[src/rtl/fetch_sequencer.sv]
// rtl/fetch_sequencer.sv - next-PC sequencing controller with redirect hold and squash cycles
// Optional performance counters are built when FETCH_SEQ_PERF_CNT_EN is defined.
module fetch_sequencer #(
    parameter int FLUSH_CYCLES = 1
) (
    input  logic        Clk,
    input  logic        Rst,
    input  logic        Stall,
    input  logic        Br_AND,
    input  logic        JumpOr,
    input  logic [31:0] Br_ADD,
    input  logic [31:0] JumpMux,
    output logic        PC_En,
    output logic [1:0]  PC_Sel,
    output logic [31:0] Redirect_PC,
    output logic        IFID_Write,
    output logic        IFID_Flush,
    output logic [31:0] Fetch_Cnt,
    output logic [31:0] Stall_Cnt,
    output logic [31:0] Flush_Cnt
);
    typedef enum logic [1:0] {RUN = 2'd0, HOLD = 2'd1, FLUSH = 2'd2} state_t;

    localparam logic [3:0] LP_RELOAD         = 4'(FLUSH_CYCLES - 1);
    localparam state_t     LP_AFTER_REDIRECT = (FLUSH_CYCLES > 1) ? FLUSH : RUN;

    state_t      r_state, w_next_state;
    logic        r_pend_valid, w_next_pend;
    logic [31:0] r_redirect_pc;
    logic [3:0]  r_flush_ctr, w_next_ctr;
    logic        w_live, w_capture, w_issue;
    logic [1:0]  w_live_sel;
    logic [31:0] w_live_tgt;
    logic        w_pc_en, w_ifid_write, w_ifid_flush;
    logic [1:0]  w_pc_sel;

    // Older instruction (branch) wins over a simultaneous jump.
    assign w_live     = Br_AND | JumpOr;
    assign w_live_sel = Br_AND ? 2'b01 : 2'b10;
    assign w_live_tgt = Br_AND ? Br_ADD : JumpMux;

    always_comb begin
        w_pc_en      = 1'b0;
        w_pc_sel     = 2'b00;
        w_ifid_write = 1'b0;
        w_ifid_flush = 1'b0;
        w_next_state = r_state;
        w_next_pend  = r_pend_valid;
        w_next_ctr   = r_flush_ctr;
        w_capture    = 1'b0;
        w_issue      = 1'b0;
        if (Stall) begin
            w_next_state = HOLD;
            if (w_live && !r_pend_valid) begin
                w_capture   = 1'b1;
                w_next_pend = 1'b1;
            end
        end else begin
            w_pc_en      = 1'b1;
            w_ifid_write = 1'b1;
            if (w_live || (r_state == HOLD && r_pend_valid)) begin
                w_pc_sel     = w_live ? w_live_sel : 2'b11;
                w_ifid_flush = 1'b1;
                w_issue      = 1'b1;
                w_next_pend  = 1'b0;
                w_next_state = LP_AFTER_REDIRECT;
                w_next_ctr   = LP_RELOAD;
            end else if (r_state != RUN && r_flush_ctr != 4'd0) begin
                // Squash continues (also when resuming a flush interrupted by a stall).
                w_ifid_flush = 1'b1;
                w_next_ctr   = r_flush_ctr - 4'd1;
                w_next_state = (r_flush_ctr == 4'd1) ? RUN : FLUSH;
            end else begin
                w_next_state = RUN;
            end
        end
        if (Rst) begin
            w_pc_en      = 1'b0;
            w_pc_sel     = 2'b00;
            w_ifid_write = 1'b0;
            w_ifid_flush = 1'b1;
        end
    end

    always_ff @(posedge Clk) begin
        if (Rst) begin
            r_state       <= RUN;
            r_pend_valid  <= 1'b0;
            r_redirect_pc <= 32'd0;
            r_flush_ctr   <= 4'd0;
        end else begin
            r_state      <= w_next_state;
            r_pend_valid <= w_next_pend;
            r_flush_ctr  <= w_next_ctr;
            if (w_capture) begin
                r_redirect_pc <= w_live_tgt;
            end
        end
    end

    assign PC_En       = w_pc_en;
    assign PC_Sel      = w_pc_sel;
    assign IFID_Write  = w_ifid_write;
    assign IFID_Flush  = w_ifid_flush;
    assign Redirect_PC = r_redirect_pc;

`ifdef FETCH_SEQ_PERF_CNT_EN
    logic [31:0] r_fetch_cnt, r_stall_cnt, r_flush_cnt;

    always_ff @(posedge Clk) begin
        if (Rst) begin
            r_fetch_cnt <= 32'd0;
            r_stall_cnt <= 32'd0;
            r_flush_cnt <= 32'd0;
        end else begin
            if (w_pc_en) r_fetch_cnt <= r_fetch_cnt + 32'd1;
            if (Stall)   r_stall_cnt <= r_stall_cnt + 32'd1;
            if (w_issue) r_flush_cnt <= r_flush_cnt + 32'd1;
        end
    end

    assign Fetch_Cnt = r_fetch_cnt;
    assign Stall_Cnt = r_stall_cnt;
    assign Flush_Cnt = r_flush_cnt;
`else
    assign Fetch_Cnt = 32'd0;
    assign Stall_Cnt = 32'd0;
    assign Flush_Cnt = 32'd0;
`endif

endmodule

[config.mk]
export PLATFORM = sky130hd
export DESIGN_NAME = fetch_sequencer
export DESIGN_NICKNAME = d
export VERILOG_FILES = /design/src/rtl/fetch_sequencer.sv
export SDC_FILE = /design/constraint.sdc
export NUM_CORES = 1
export LEC_CHECK = 0
export CORE_MARGIN = 3
export CORE_UTILIZATION = 37
export DETAILED_ROUTE_END_ITERATION = 8
export PLACE_DENSITY = 0.84
export SLEW_MARGIN = 20
export SYNTH_ARGS = -nofsm -noshare
export SYNTH_HDL_FRONTEND = slang
export SYNTH_SLANG_ARGS = --single-unit
export TNS_END_PERCENT = 10
[constraint.sdc]
create_clock -name Clk -period 2.1 [get_ports Clk]
set_input_delay 0.42 -clock Clk [delete_from_list [all_inputs] [get_ports Clk]]
set_output_delay 0.42 -clock Clk [all_outputs]
set_load 0.01 [all_outputs]
======== After elaboration in Yosys (flattened, before gate mapping) ========
Cells that the tools add are included.
Widths: inputs -> output; s select.
storage, ports and cells
  register bits ........................... 39
  logic and storage cells ................. 47
  input bits .............................. 69
cells by class
  equality and inequality tests ........... 3
  bitwise operators ....................... 3
  multiplexer cells ....................... 23
  reduce and logical (&&, ||, !) cells .... 12
  add/sub/neg operators ................... 1
operators by type and width
  cell                 count
  $mux 32              1
  $mux 1               14
  $mux 2               6
  $mux 4               2
  $reduce_bool 2->1    3
  $eq 4x1->1 const B   1
  $reduce_and 2->1     2
  $reduce_bool 4->1    1
  $reduce_or 4->1      1
  $sub 4x1->4 const B  1
  $logic_and 1x1->1    3
  $eq 2x1->1 const B   1
  $ne 2x1->1 const B   1
  $not 1->1            2
  $logic_not 1->1      1
  $logic_or 1x1->1     1
  $or 1x1->1           1

======== Depth between registers and ports, before layout ========
Gate-level depths: netlist of the first run.
  depth after elaboration ................. 6
  mapped depth ............................ 7
  gate-level depth less buffers ........... 5

======== Worst setup path after synthesis of the first run ========
No wires, ideal clock.
  path type ............................... input port to output port
  start point ............................. input Rst
  end point ............................... output PC_En
  cell stages on the path ................. 4
  data arrival time ....................... 1365 ps
  setup slack ............................. 315 ps
  buffers on the path ..................... 3
  data required time ...................... 1680 ps
  cell sequence ........................... clkbuf_1 -> buf_1 -> nor2_1 -> buf_4
on the way
  longest elaborated chain between the ends .. 1
ends and longest elaborated chain
  what             line  text
  start, declared  7     input logic Rst,
  $mux 1           -
  end, declared    13    output logic PC_En,
Every way passes these cells.

======== Worst setup path in the final report of the first run ========
  start point ............................. register r_pend_valid
  end point ............................... output IFID_Flush
on the way
  longest elaborated chain between the ends .. 5
ends and longest elaborated chain
  what                    line  text
  start, declared         28    logic r_pend_valid, w_next_pend;
  start signal, assigned  93    r_pend_valid <= w_next_pend;
  $logic_and 1x1->1       61    if (w_live || (r_state == HOLD && r_pend_valid)) begin
  $logic_or 1x1->1        61
  $mux 1                  61
  $mux 1                  52    if (Stall) begin
  $mux 1                  77    if (Rst) begin
  end, declared           17    output logic IFID_Flush,
Every way passes these cells.

==> key figures, run 1 <==
Status
  • Outcome: finished, final reports clean

Synth
  • Most frequent cell after synthesis: buf_4
  • Top cell type's share of synthesized area: 28.78%
  • Adder-Cell Fraction of Synth Area: 0.9225%
  • Synth Register Bits: 39
  • Synth Flop Type: dfxtp_1
  • Complex-gate fraction of the synthesized area: 16.84%
  • Sequential fraction of the synthesis area: 28.78%
  • Post-Syn Instances: 290
  • Area leader, netlist: dfxtp_1
  • Avg Cell Area, Syn: 9.354 um^2
  • Synth warn: 0
  • Netlist cell types: 31
  • Synth top area cells: dfxtp_1 29%, buf_4 28%, a211oi_2 13%
  • Commonest cells post-synth: 101 x buf_4, 39 x dfxtp_1, 39 x nor2_1
  • Post-Synth Simple-Gate Area: about a tenth
  • Post-synthesis mux area share: 12.18%
  • Post-Syn Area: 0.002713 mm^2
  • Post-synth ARST share: 0%
  • Post-synth EDFFs: 0
  • XOR/XNOR Fraction of Synth Area: 0%
  • Main combinational cell family by area after synthesis: buffers and inverters

Min path
  • Hold Path Class: register to register

Clock tree
  • CTS Sinks: 39
  • CTS Buffer Depth: 2
  • Number of CTS-inserted buffers: 5
  • Clock latency on the worst-skew pair: 0.28 ns
  • Number of hold-repair buffers added at the cts stage: 0
  • Clock transition at the registers of the reported paths: approximately 0.07 ns
  • CTS Root Cell: clkbuf_8
  • CTS H-tree lvls: 2
  • TritonCTS clock tree: done

Floorplanning
  • Die Ht: a little over 90 um
  • Num rows: 30
  • Starting Density: 39.06%
  • Core footprint: about 0.0069 mm^2
  • IO Pins: around 200
  • Die area: approximately 0.0084 mm^2
  • DIE WIDTH: 91.63 um

Cells and area
  • Final nets: 470
  • Post-route cell area: 0.003621 mm^2
  • Layout cells sized above 1: 14.75%
  • ANT cells: 0
  • Synth-to-layout area growth: 33.49%
  • Post-layout util: between 50% and 60%
  • Finished Layout Cells: a little under 500

Critical path
  • Slowest cell on crit path: dfxtp_1
  • Register-to-Register Path Depth: 6
  • CP max FO: 3
  • Worst Setup EP: IFID_Flush
  • CP cell instances: and3b_1 -> nor3_4 -> a21oi_2 -> or2_2 -> dlygate4sd2_1
  • Worst r2r dst: r_state[1]
  • CP delay by family, top: simple AND/OR/NAND/NOR gates
  • Critical Setup Path Class: register to primary output
  • Type of origin of the critical path: register
  • CP Capture Type: primary output
  • Critical register-to-register path startpoint: r_flush_ctr[1]
  • Flop-to-flop setup slack: 0.64 ns
  • Required time of the critical path: 1.68 ns
  • CP bufs+invs: 1
  • Critical path depth: 5
  • Arrival time worst endpoint: 1.64 ns
  • CP max stage delay: between 0.3 and 0.4 ns
  • Crit path launch: r_pend_valid

Power
  • Max VDD drop: 313.8 uV
  • Leakage: 1.562 nW
  • P per Cell Area: 523.5 mW/mm^2

Routing
  • Metal3 WL: 743 um
  • Routed vias: 2086
  • Top routing layer in use: met4
  • DR WL/cell: 11.95 um
  • Total Wirelength: 5.926 mm
  • Initial DRC Count: 53
  • Vias per cell: approximately 4.2
  • Met2 wire length: 3.195 mm
  • DRT Pass-1 Iters: 4
  • M1 WL: roughly 2 mm
  • DRC viols: 0
  • Post-route ant nets: 0

Timing
  • Setup Viol. Count Final: 0
  • Fmax: 0.4861 GHz
  • Fin Setup TNS: 0 ns
  • Fin. Hold Viols: 0
  • Clk_skew: 0.002291 ns
  • Min Tclk post-route: 2.057 ns
  • Final hold slack: between 0.5 and 0.6 ns
  • Fin crit share: 97.96%
  • Unrepaired setup endpoints after global routing: true
  • Fin. max-slew vios: 0

GRT
  • First-pass GRT wire length: slightly above 9 mm
  • Global-route usage over all layers: 13.01%
  • Largest net degree at the start of global routing: just over 40
  • Initial antenna violation count: 0
  • Remaining global-route overflow: 0
  • Vias in the first global route: approximately 1900

Placed design
  • Cell area after placement: 0.003533 mm^2
  • Port Buffer Count: ~110
  • HPWL reported at the end of detailed placement: 4.932 mm
  • Routability cong.: 0.8347
  • Post-Place Cells: 487

Job
  • Max-Cap Viols: 0
[flip-flops by register name, indices dropped and copies added (netlist names)]
| name | cells |
|---|---|
| r_state | 2 |
| r_flush_ctr | 4 |
| r_pend_valid | 1 |
| Redirect_PC | 32 |
[layout make-up]
type	instances	area [um^2]
tap	96	120.1
clock inverter	1	5.005
sequential	39	780.7
timing repair buffer	121	1179
clock buffer	7	76.32
fill	655	3323
inverter	3	11.26
multi-input combinational	229	1449
[cells by family after synthesis]
| group | after synthesis |
|---|---|
| AND/OR/NAND/NOR | 56 |
| adder cells (fa/ha/maj) | 2 |
| flip-flops | 39 |
| other | 1 |
| buffers and inverters | 117 |
| AO/OA/AOI/OAI | 42 |
| multiplexers | 33 |
[per-stage QoR]
stage	total power, W	worst slack [ns]
floorplan	0.001294	0.3150
global placement	0.001427	-0.2829
detailed placement	0.001445	-0.3009
CTS	0.001931	-0.06868
global route	0.002020	-0.05724
finish	0.001896	0.04290
[layer usage]
layer  global-route usage, %  vias to the layer above
met4                   2.638                        0
li1                        -                     1015
met1                   12.51                      957
met5                       0                        -
met3                   5.578                        4
met2                   25.38                      110
[how the worst min path moves through the flow]
| stage | startpoint | endpoint | slack, ns | depth (start not counted) |
|---|---|---|---|---|
| floorplan | r_flush_ctr[3] | r_flush_ctr[3] | 0.48 | 2 |
| global placement | Redirect_PC[25] | Redirect_PC[25] | 0.49 | 2 |
| detailed placement | Redirect_PC[27] | Redirect_PC[27] | 0.50 | 2 |
| CTS | Redirect_PC[27] | Redirect_PC[27] | 0.51 | 2 |
| global route | Redirect_PC[27] | Redirect_PC[27] | 0.52 | 2 |
| finish | Redirect_PC[27] | Redirect_PC[27] | 0.50 | 2 |
[layout by cell type (no fill, tap or decap), types with 2 or more instances in the layout]
master / Yosys / final
conb_1: 1 / 96
clkbuf_1: 5 / 2
or3_1: 3 / 3
clkbuf_8: 0 / 5
ha_1: 2 / 2
inv_1: 3 / 3
clkdlybuf4s50_1: 0 / 97
dlygate4sd2_1: 0 / 4
buf_2: 3 / 2
o32ai_1: 2 / 2
nor3_1: 3 / 3
a211oi_1: 4 / 4
dfxtp_1: 39 / 39
nor2b_1: 2 / 2
nand2_1: 2 / 2
buf_12: 0 / 2
a21oi_1: 3 / 2
mux2i_1: 33 / 33
a211oi_2: 28 / 28
nor2_1: 39 / 38
buf_4: 101 / 14
[tightest hold or removal path, stage by stage (launching register included)]
cell and delay, ns:
dfxtp_1 0.31, nor2_1 0.10, a211oi_1 0.05
[timing repair]
item	CTS	global route
setup buffers	0	1
pin swaps	0	2
gates resized for setup	6	5
setup endpoints to repair	5	2
cloned	0	0
[report_power, final]
part | internal [W] | leakage [nW] | switching, W
registers | 0.000794 | 0.321 | 0.0000272
logic | 0.000308 | 1.20 | 0.000296
clock network | 0.000233 | 0.0422 | 0.000237
Power figures use the tool's default switching activity.
==> run 2, diff against run 1 <==
Settings changed: REMOVE_ABC_BUFFERS set to 1.
==> key figures, run 2 (same netlist as run 1, synthesis figures left out) <==
Floorplanning
  • Die area: 0.008395 mm^2 (unchanged)
  • Core footprint: 0.006944 mm^2 (unchanged)
  • Num rows: 30 (unchanged)
  • Die Ht: 91.63 um (unchanged)
  • IO Pins: 202 (unchanged)
  • Starting Density: 39.06% (unchanged)
  • DIE WIDTH: 91.63 um (unchanged)

Timing
  • Unrepaired setup endpoints after global routing: false
  • Clk_skew: 0.002856 ns (+0.0005651 ns)
  • Min Tclk post-route: 2.049 ns (-0.007943 ns)
  • Fin. max-slew vios: 0 (unchanged)
  • Fmax: 0.4880 GHz (+0.39%)
  • Worst Tran Pin Value: 0.5216 ns
  • Fin. Hold Viols: 0 (unchanged)
  • Setup Viol. Count Final: 0 (unchanged)
  • Fin Setup TNS: 0 ns (unchanged)
  • Slew headroom: 65.23%
  • Fin crit share: 97.58% (-0.38 points)

Clock tree
  • CTS Sinks: 39 (unchanged)
  • CTS Root Cell: clkbuf_8
  • Clock transition at the registers of the reported paths: 0.07 ns (about the same)
  • TritonCTS clock tree: done
  • Number of hold-repair buffers added at the cts stage: 0 (unchanged)
  • # Post-CTS Setup Buffers: 0 (unchanged)
  • Clock latency on the worst-skew pair: 0.28 ns (about the same)
  • Number of CTS-inserted buffers: 5 (unchanged)
  • CTS Buffer Depth: 2 (unchanged)
  • CTS H-tree lvls: 2 (unchanged)

Routing
  • DRT Pass-1 Iters: 4 (unchanged)
  • DR WL/cell: 12.39 um (+3.7%)
  • Vias per cell: 4.231 (+0.60%)
  • Routed vias: 2090 (+0.19%)
  • DRC viols: 0 (unchanged)
  • Initial DRC Count: 27 (-49%)
  • Total Wirelength: 6.120 mm (+3.3%)
  • Post-route ant nets: 0 (unchanged)

Cells and area
  • Commonest non-fill, non-tap cells in the layout: 97 x clkdlybuf4s50_1, 96 x conb_1, 38 x dfxtp_1, 38 x nor2_1, 33 x mux2i_1
  • Synth-to-layout area growth: 33.35%
  • Final nets: 468 (-0.43%)
  • Finished Layout Cells: 494 (-0.40%)
  • Commonest non-fill, non-tap cell in the layout: clkdlybuf4s50_1
  • Largest register FFs: 32 (unchanged)
  • Fill count: 644 (-1.7%)
  • Post-layout util: 52.09% (-0.054 points)
  • ANT cells: 0 (unchanged)
  • Layout cells sized above 1: 15.08% (+0.33 points)

Critical path
  • Critical path depth: 5 (unchanged)
  • CP max stage delay: 0.32 ns (-0.03 ns)
  • Arrival time worst endpoint: 1.63 ns (about the same)
  • Register-to-Register Path Depth: 6 (unchanged)
  • Slowest cell on crit path: dfxtp_2
  • CP cell instances: and3b_2 -> nor3_4 -> buf_4 -> nor4_1 -> dlygate4sd2_1
  • CP delay by family, top: simple AND/OR/NAND/NOR gates
  • CP max FO: 2 (-1)
  • Worst r2r dst: r_state[1]
  • CP bufs+invs: 2 (+1)
  • Flop-to-flop setup slack: 0.57 ns (-0.07 ns)
  • CP Capture Type: primary output
  • Type of origin of the critical path: register
  • Critical register-to-register path startpoint: r_pend_valid
  • Critical Setup Path Class: register to primary output
  • Required time of the critical path: 1.68 ns (about the same)

Min path
  • Hold wc startpoint: Rst
  • Worst Hold Endpoint: Redirect_PC[25]
  • Hold path depth: 2 (unchanged)
  • Hold Path Class: input port to register

Job
  • Max-Cap Viols: 0 (unchanged)

Placed design
  • Post-Place Cells: 486 (-0.21%)
  • Port Buffer Count: 105 (unchanged)
  • HPWL reported at the end of detailed placement: 4.941 mm (+0.19%)
  • Routability cong.: 0.7548 (-9.6%)

GRT
  • First-pass GRT wire length: 9.418 mm (+3.8%)
  • Largest net degree at the start of global routing: 41 (unchanged)
  • Global-route usage over all layers: 13.54% (+0.53 points)
  • Initial antenna violation count: 0 (unchanged)
  • Remaining global-route overflow: 0 (unchanged)
  • Vias in the first global route: 2003 (+2.8%)

Power
  • Leakage: 1.550 nW (-0.75%)
  • Design Power: 0.001906 W (+0.56%)
  • Max VDD drop: 296.4 uV (-5.5%)
  • P per Cell Area: 526.9 mW/mm^2 (+0.66%)

Status
  • Outcome: finished, final reports clean
## run 2: per-layer routing
metal	wire [um]	global-route usage, %	vias to the layer above	part of all wire (%)
met2	3258	25.50	115	53
met5	0	0	-	0
met1	2123	14.08	967	35
li1	-	-	1006	-
met4	29	3.392	0	0.47
met3	709	4.922	2	12
## run 2: power by group
group / switching [W] / leakage [nW] / internal [W]
sequential: 0.0000268 / 0.322 / 0.000794
combinational: 0.000298 / 1.19 / 0.000308
clock: 0.000247 / 0.0422 / 0.000233
## run 2: timing repair
action	4_1_cts	5_1_grt
hold endpoints to repair	0	0
cloned	0	0
setup endpoints to repair	5	2
resized for setup	7	7
pin swaps	0	1
## run 2: final cells by class
class	instances	area (um^2)	share of cell area, %
timing repair buffer	119	1160	32.06
multi-input combinational	229	1463	40.44
clock buffer	7	76.32	2.110
inverter	3	11.26	0.3113
sequential	39	782.0	21.62
clock inverter	1	5.005	0.1384
tap	96	120.1	3.321
## run 2: per-stage QoR
stage / area, um^2 / setup slack [ns] / hold WS [ns]
floorplan: 2228 / -1.307 / 0.4695
global placement: 3526 / -0.3394 / 0.4870
detailed placement: 3526 / -0.3219 / 0.4950
CTS: 3602 / 0.003321 / 0.3743
global route: 3617 / 0.008574 / 0.3815
finish: 3617 / 0.05085 / 0.3912
## run 2: worst reg2reg max path: cells and delay by family, from the launching register on
kind | cells | cell delay (ns)
AND/OR/NAND/NOR | 3 | 0.53
AO/OA/AOI/OAI | 1 | 0.33
buffers and inverters | 2 | 0.25
flip-flops | 1 | 0.32
## run 2: worst max-delay path by stage
stage / from / to / slack [ns]
after CTS: r_flush_ctr[1] / IFID_Flush / 0.003
after detailed placement: JumpOr / PC_Sel[1] / -0.32
after global routing: r_state[1] / PC_Sel[1] / 0.009
final: r_state[1] / PC_Sel[1] / 0.05
after global placement: JumpOr / PC_Sel[1] / -0.34
after floorplan: Br_AND / Redirect_PC[0] / -1.31
==> run 3, diff against run 2 <==
Settings changed: SLEW_MARGIN 20 to 25.
==> results of run 3 <==
Same layout as run 2: the final DEF is identical, and so are final timing and power.
==> edit (config.mk and constraints of run 2) <==
The 3 states of `state_t` get a one-hot encoding in 3 bits.
--- a/src/rtl/fetch_sequencer.sv
+++ b/src/rtl/fetch_sequencer.sv
@@ -21,3 +21,3 @@
 );
-    typedef enum logic [1:0] {RUN = 2'd0, HOLD = 2'd1, FLUSH = 2'd2} state_t;
+    typedef enum logic [2:0] {RUN = 3'b001, HOLD = 3'b010, FLUSH = 3'b100} state_t;
 
Formal check against the unedited RTL: same outputs for any inputs over 10 cycles, from zero or initial values and one cycle with Rst high; not proved beyond that.
==> edit against run 2 <==
Routed wire length up 4.1%; final area increased by 2.2%; sequential cell count up 1; non-clock buffer count grew 6; die area rose by 1.8%; power is 1.3% higher; worst setup slack lost 41 ps; area after synthesis rose by 1.9%; utilization grew 0.58 points; sequential power up 2.6%; global-route usage grew 0.18 points; largest power group unchanged.
==> edit: results (changes against run 2) <==
setup_path:
  reg2regPathDepth: 7  # was 6
  cp_data_arrival_time_ps: 1670  # was 1630 ps
  r2r_setup_slack_ps: 480  # was 570 ps
  r2r-end: "r_flush_ctr[2]"  # was r_state[1]
  critPathCapture: "IFID_Flush"  # was PC_Sel[1]
  cpPeakStageDelay_ps: 380  # was 320 ps
place:
  hpwl_mm: 5.20  # was 4.94 mm
  placed_area_um2: 3620  # was 3530 um2
  preCtsSetupSlack_ps: -315  # was -322 ps
  gp_congestion: 0.771  # was 0.755
finish:
  buffer_area_share_pct: 32.7  # was 32.1%
  nClkBuffers: 6  # was 7
  post-route-util_pct: 52.7  # was 52.1%
  inv_count: 2  # was 3
  buffers_excl_clock: 125  # was 119
  clkCellAreaFrac_pct: 2.10  # was 2.25%
  drive_gt1_share_pct: 16.7  # was 15.1%
  multi_input_cells: 234  # was 229
  register_area_um2: 803  # was 782 um2
  multi_input_area_share_pct: 40.1  # was 40.4%
  finalNetCount: 480  # was 468
logic_synthesis:
  synth_fa_ha_area_share_pct: 1.36  # was 0.923%
  yosys-mux-area-fraction_pct: 11.6  # was 12.2%
  ys_seq_area_share_pct: 29.0  # was 28.8%
  synth-compound-area-share_pct: 15.6  # was 16.8%
  ys_types: 33  # was 31
drt:
  drt_iter0_drc: 41  # was 27
  viasPerCell: 4.22  # was 4.23
clock_network:
  htree_num_levels: 2  # unchanged
  post_cts_buffers: 0  # unchanged
  cts_sinks: 40  # was 39
power_and_ir_drop:
  p_leak_nw: 1.57  # was 1.55 nW
  p_seq_share_pct: 43.5  # was 43.0%
  p_int_w: 0.00135  # was 0.00133 W
  vdd_drop_max_mv: 0.269  # was 0.296 mV
  pg_comb_w: 0.000610  # was 0.000606 W
global_route:
  grt_pass1_vias: 2061  # was 2003
  met2_usage_pct: 27.1  # was 25.5%
  gr-usage-met3_pct: 4.22  # was 4.92%
  grt_pass1_wl_mm: 9.71  # was 9.42 mm
  grt_max_degree: 39  # was 41
  grtUsageMet1_pct: 14.2  # was 14.1%
  grt_use_total_pct: 13.7  # was 13.5%
hold_path:
  hold_class: "flop to flop"  # was input port to flop
  worstHoldStart: "Redirect_PC[25]"  # was Rst
timing:
  finClkSkew_ps: 6.86  # was 2.86 ps
  whs_ps: 501  # was 391 ps
  fmax_mhz: 478  # was 488 MHz
outcome:
  status: "finished clean"  # unchanged
==> edit: cell count changes in the layout (fill, tap and decap cells not counted), sizes merged, moves of 2 or more <==
cell / delta
a21oi: -2
dlygate4sd2: -2
buf: +7
clkbuf: -2
nand2: +3
clkdlybuf4s50: +2
or4: +2
or3b: +2
nand3: +5
nor2: -2
==> edit: timing repair <==
| item | in CTS | in global routing |
|---|---|---|
| setup endpoints to repair | 5 | 2 |
| pin swaps | 0 | 1 |
| hold buffers | 0 | 0 |
| gates resized for setup | 8 | 6 |
==> edit: metrics by stage <==
step                std cells  power (W)
global placement          497    0.00145
global route              504    0.00205
detailed placement        497    0.00147
CTS                       504    0.00196
floorplan                 276    0.00113
finish                    504    0.00193
==> edit: layer usage <==
metal | wire (um) | vias to the layer above
met5 | 0 | -
met4 | 29 | 0
met3 | 585 | 4
met2 | 3540 | 105
met1 | 2220 | 980
li1 | - | 1038
